==> src/rtl/vd4_pkg.sv <==
// Shared constants and types for the vd4 ripple-carry adder.
package vd4_pkg;

   localparam int VD4_WIDTH_DEFAULT = 4;

   // {cout, s} result at the default width
   typedef logic [VD4_WIDTH_DEFAULT:0] vd4_sum_t;

endpackage

==> src/rtl/vd4_fa.sv <==
// 1-bit full adder cell, the leaf of the vd4 ripple chain.
module vd4_fa (
   input  logic a,
   input  logic b,
   input  logic ci,
   output logic s,
   output logic co
);

   logic p;

   assign p  = a ^ b;
   assign s  = p ^ ci;
   assign co = (a & b) | (ci & p);

endmodule

==> src/rtl/vd4_adder.sv <==
// Ripple-carry adder with a one-cycle registered copy and valid flag.
// Optional registered zero/signed-overflow flags under `define VD4_FLAGS_EN.
module vd4_adder
   import vd4_pkg::*;
#(
   parameter int WIDTH = VD4_WIDTH_DEFAULT
) (
   input  logic             clk,
   input  logic             rst,
   input  logic             in_valid,
   input  logic [WIDTH-1:0] a,
   input  logic [WIDTH-1:0] b,
   input  logic             cin,
   output logic [WIDTH-1:0] s,
   output logic             cout,
   output logic [WIDTH-1:0] s_q,
   output logic             cout_q,
   output logic             out_valid
`ifdef VD4_FLAGS_EN
   ,
   output logic             zero_q,
   output logic             ovf_q
`endif
);

   logic [WIDTH:0]   carry;
   logic [WIDTH-1:0] s_d;
   logic             cout_d;
   logic             out_valid_d;

   assign carry[0] = cin;

   for (genvar i = 0; i < WIDTH; i++) begin : g_fa
      vd4_fa u_fa (
         .a  (a[i]),
         .b  (b[i]),
         .ci (carry[i]),
         .s  (s[i]),
         .co (carry[i+1])
      );
   end

   assign cout = carry[WIDTH];

   // Result holds when idle; only the valid flag follows in_valid every edge.
   always_comb begin
      s_d         = s_q;
      cout_d      = cout_q;
      out_valid_d = in_valid;
      if (in_valid) begin
         s_d    = s;
         cout_d = cout;
      end
   end

   always_ff @(posedge clk or posedge rst) begin
      if (rst) begin
         s_q       <= '0;
         cout_q    <= 1'b0;
         out_valid <= 1'b0;
      end else begin
         s_q       <= s_d;
         cout_q    <= cout_d;
         out_valid <= out_valid_d;
      end
   end

`ifdef VD4_FLAGS_EN
   logic zero_d;
   logic ovf_d;

   always_comb begin
      zero_d = zero_q;
      ovf_d  = ovf_q;
      if (in_valid) begin
         zero_d = (s == '0);
         ovf_d  = (a[WIDTH-1] == b[WIDTH-1]) && (s[WIDTH-1] != a[WIDTH-1]);
      end
   end

   always_ff @(posedge clk or posedge rst) begin
      if (rst) begin
         zero_q <= 1'b0;
         ovf_q  <= 1'b0;
      end else begin
         zero_q <= zero_d;
         ovf_q  <= ovf_d;
      end
   end
`endif

endmodule

==> config.mk <==
export PLATFORM = sky130hd
export DESIGN_NAME = vd4_adder
export DESIGN_NICKNAME = d
export VERILOG_FILES = /design/src/rtl/vd4_pkg.sv /design/src/rtl/vd4_fa.sv /design/src/rtl/vd4_adder.sv
export SDC_FILE = /design/constraint.sdc
export NUM_CORES = 1
export LEC_CHECK = 0
export ABC_CLOCK_PERIOD_IN_PS = 6000
export CORE_AREA = 2 2 39 41
export CTS_CLUSTER_DIAMETER = 200
export DETAILED_ROUTE_END_ITERATION = 16
export DIE_AREA = 0 0 41 43
export HOLD_SLACK_MARGIN = 0.03
export PLACE_DENSITY = 0.61
export SYNTH_ARGS = -nofsm -noshare
export SYNTH_HDL_FRONTEND = slang
export SYNTH_SLANG_ARGS = --single-unit
==> constraint.sdc <==
create_clock -name clk -period 6 [get_ports clk]
set_input_delay 1.8 -clock clk [delete_from_list [all_inputs] [get_ports clk]]
set_output_delay 1.8 -clock clk [all_outputs]
set_load 0.01 [all_outputs]
After elaboration in Yosys (flattened, before gate mapping) --
Cells that the tools add are included. Widths: inputs -> output; s select.
Cells by class: bitwise operators 20
Operators with widths (count):
- $and 1x1->1 | 8
- $xor 1x1->1 | 8
- $or 1x1->1 | 4
Storage, ports and cells: logic and storage cells 23, bits in registers 6, output and inout port bits 11, bits of input ports 12

Depth between registers and ports, before layout --
Gate-level depths: netlist of the first run.
depth after elaboration 9, depth in mapped cells 9, mapped depth without buffers 8

Cells and area by module --
A second synthesis of the first run with hierarchy kept.
Second synthesis, totals: cells, all modules 16, area, all modules 290.3 um2
Modules (own cells, without submodules):
- vd4_adder | sequential area each 150.1 um2, area each 210.2 um2, instances 1, cells each 12
- vd4_fa | sequential area each 0.0 um2, area each 20.0 um2, instances 4, cells each 1

Worst setup path before layout of the first run --
Ideal clock, no wire load.
path kind input to output, start input port a[0], end output port s[3], path slack 0.773 ns, data arrival time 3.427 ns, buffers on the path 1, data required time 4.200 ns, stages 9, cell sequence inv_1 -> fa_1 -> inv_1 -> fa_1 -> fa_1 -> inv_1 -> fa_1 -> inv_1 -> buf_4
On the way: longest elaborated chain between the ends 8, elaborated cells on any way between the ends 9, those cells by class bitwise (9)
RTL lines:
- start, declared | RTL line vd4_adder.sv:11 | input logic [WIDTH-1:0] a,
- $xor 1x1->1 | RTL line vd4_fa.sv:12 | assign p = a ^ b;
- $and 1x1->1 | RTL line vd4_fa.sv:14 | assign co = (a & b) | (ci & p);
- $or 1x1->1 * | RTL line vd4_fa.sv:14
- $and 1x1->1 * | RTL line vd4_fa.sv:14
- $or 1x1->1 * | RTL line vd4_fa.sv:14
- $and 1x1->1 * | RTL line vd4_fa.sv:14
- $or 1x1->1 * | RTL line vd4_fa.sv:14
- $xor 1x1->1 * | RTL line vd4_fa.sv:13 | assign s = p ^ ci;
- end, declared | RTL line vd4_adder.sv:14 | output logic [WIDTH-1:0] s,
Mark *: on every way between the ends. The rest lies on a longest branch, timed or not.

Final worst setup path of the first run --
Ends and elaborated chain as after synthesis.

==> reports/qor.csv, run 1 <==
stage,metric,value,unit
synth,ys_seq_area_share,40.68,%
pwr,p_seq_share,35.4,%
timing,setup_violations,0,
synth,synth_nets,50,
grt,grt_pass1_wl,1.014,mm
critical_path,slowest_stage,fa_1,
timing,final.period_utilization,97.27,%
hold_path,min_path_cells,1,
placement,hpwl,539.8,um
critical_path,r2r-start,s_q[2],
critical_path,reg2regPathDepth,1,
route,drc_errors,0,
clocking,htree_num_levels,1,
timing,period_needed,5.836,ns
grt,grt_use_total,9.350,%
floorplanning,ioPinCount,23,
route,firstDrtPassIters,1,
route,vias,263,
final_layout,layout-drive-gt1-share,9.259,%
clocking,clk_pin_slew,0.04,ns
route,vias_per_cell,3.757,
synth,netlist_area,369.1,um^2
hold_path,worstHoldEndpoint,s_q[1],
floorplanning,core,1384,um^2
pwr,p_leak,0.0002932,uW
critical_path,max_stage_delay,0.42,ns
synth,avgSynthCellArea,10.86,um^2
timing,fmax,0.1713,GHz
final_layout,diodes,0,
outcome,status,completed,
floorplanning,die_w,41,um
pwr,p_sw,38.67,uW
critical_path,worstPathRequired,4.20,ns
clocking,clock_tree.root_cell,clkbuf_4,
timing,rsz0062_at_grt,false,
critical_path,crit_path_cell_trace,clkdlybuf4s50_1 > inv_1 > fa_1 > inv_1 > fa_1 > fa_1 > inv_1 > fa_1 > inv_1 > dlygate4sd2_1,
pwr,p_per_area,241.9,nW/um^2
synth,ys_warn_count,0,
final_layout,areaGrowthSynthToFinish,60.34,%
synth,synth_seq_cells,6,
route,ant_nets,0,
grt,gr-total-overflow,0,
timing,final.setup.tns,0,ns
clocking,cts_buffers,3,
critical_path,cp-end-kind,output port,
placement,dp_slack,-0.1272,ns
clocking,cts_max_path_buffers,2,
timing,slew_headroom,75.31,%
flow_run,cap_violations,0,
floorplanning,start_util,26.67,%
route,drt-initial-drc-count,0,
hold_path,hp-start,s_q[1],
clocking,cts_setup_buffers,0,
synth,syn_inst,34,
final_layout,layout.nets,72,
clocking,cts_tree,built,
placement,port_buffers,22,
pwr,combPwrFrac,38.6,%
critical_path,reg2reg_slack,5.24,ns
grt,grt_antenna_before_repair,0,
timing,worst_pin_slew,0.3691,ns
pwr,max-vdd-ir-drop,0.09235,mV
clocking,clk_latency,0.25,ns
placement,routabilityCongestion,0.6061,
timing,setup_ws,0.1636,ns
floorplanning,fp.dieH,43,um
timing,hold_slack,0.5178,ns
timing,finalHoldViolations,0,
critical_path,critPathMaxFanout,2,
grt,grt_max_degree,10,
clocking,clock-sinks,6,
synth,yosysUniqueCellTypes,8,
route,wl_per_cell,9.357,um
critical_path,rr_endpoint,s_q[2],
grt,grt_pass1_vias,230,
timing,finalClockSkew,0,ns
pwr,pwr-share-clk,26.1,%
floorplanning,dieArea,1763,um^2
critical_path,crit_path_start_kind,input pin,
hold_path,hold_path_class,register to register,
floorplanning,rows,14,
timing,finalMaxSlewViolations,0,
pwr,intPower,104.5,uW
critical_path,arrival,4.04,ns
pwr,switching_share,27.02,%
route,route.final.wire_length,655,um
critical_path,crit_type,input pin to output port,
==> flip-flops by register name, summed over array words and instances, names as in the netlist <==
register,count
cout_q,1
out_valid,1
s_q,4
==> layout by cell type, fill, tap and decap left out, drive strengths merged <==
cell / instances
dlymetal6s2s: 1
mux2: 2
fa: 4
clkbuf: 3
dlygate4sd2: 1
dfrtp: 6
a21oi: 3
nor2: 3
clkdlybuf4s50: 20
inv: 11
==> routing by layer <==
metal,vias to the layer above,global-route usage [%],wire (um)
li1,133,-,-
met1,115,11.04,266
met2,13,11.88,316
met3,2,4.712,54
met4,0,8.000,17
met5,-,0,0
==> what timing repair did <==
item	CTS	global route
pin swaps	0	0
hold buffers	0	0
gates resized for setup	1	1
setup endpoints to repair	1	1
==> cell type report <==
class	instances	area, um^2
multi-input cells	12	136.4
well taps	16	20.02
fillers	141	792.0
inverters	11	41.29
clock buffers	3	22.52
repair buffers	22	221.5
flip-flops and latches	6	150.1
==> synthesized netlist by cell type <==
cell	n	area, um^2
buf_4	4	30.03
a21oi_1	3	15.01
buf_6	1	11.26
dfrtp_1	6	150.1
inv_1	11	41.29
mux2_4	2	30.03
fa_1	4	80.08
nor2_1	3	11.26
==> worst max-delay path: cells and delay by family <==
| kind | cells | cell delay (ns) |
|---|---|---|
| buffers and inverters | 6 | 0.91 |
| adder cells (fa/ha/maj) | 4 | 1.31 |
==> kinds of logic (layout without fill, tap and decap cells) <==
kind of cell,after synthesis,after routing,synth area share [%]
buffers and inverters,16,36,22.37
flip-flops,6,6,40.68
adder cells (fa/ha/maj),4,4,21.70
AO/OA/AOI/OAI,3,3,4.067
AND/OR/NAND/NOR,3,3,3.051
multiplexers,2,2,8.136
==> per-stage QoR <==
step	instance area [um^2]	std cells	power, uW	utilization, %
after global routing	591.8	70	153.9	42.77
after CTS	589.3	70	146.1	42.59
final	591.8	70	143.1	42.77
after floorplan	369.1	34	81.07	-
after detailed placement	568.0	67	108.8	41.05
after global placement	568.0	67	108.2	41.05
==> how the worst max path moves through the flow <==
stage | to | slack (ns) | from | cells after the start
4_1_cts | cout | 0.04 | a[0] | 10
3_5_place_dp | s[3] | -0.13 | a[0] | 10
2_1_floorplan | s[3] | 0.77 | a[0] | 9
3_3_place_gp | s[3] | -0.13 | a[0] | 10
6_report | s[3] | 0.16 | a[0] | 10
5_1_grt | s[3] | 0.02 | a[0] | 10
==> power groups by stage <==
| stage | clock network, uW | logic (uW) | registers (uW) |
|---|---|---|---|
| final | 37.3 | 55.2 | 50.7 |
| after CTS | 38.6 | 56.7 | 50.8 |
| after floorplan | 0 | 26.9 | 54.2 |
| after detailed placement | 0 | 57.4 | 51.5 |
| after global placement | 0 | 57.1 | 51.0 |
| after global routing | 41.5 | 60.4 | 51.9 |
Note: power is estimated with default switching activity, not from simulation.
==> run 2: changes to the inputs <==
- CTS_CLUSTER_SIZE: not set -> 28
- GPL_ROUTABILITY_DRIVEN: not set -> 1
==> results of run 2 <==
The final DEF is identical to that of run 1; final timing and power are the same.
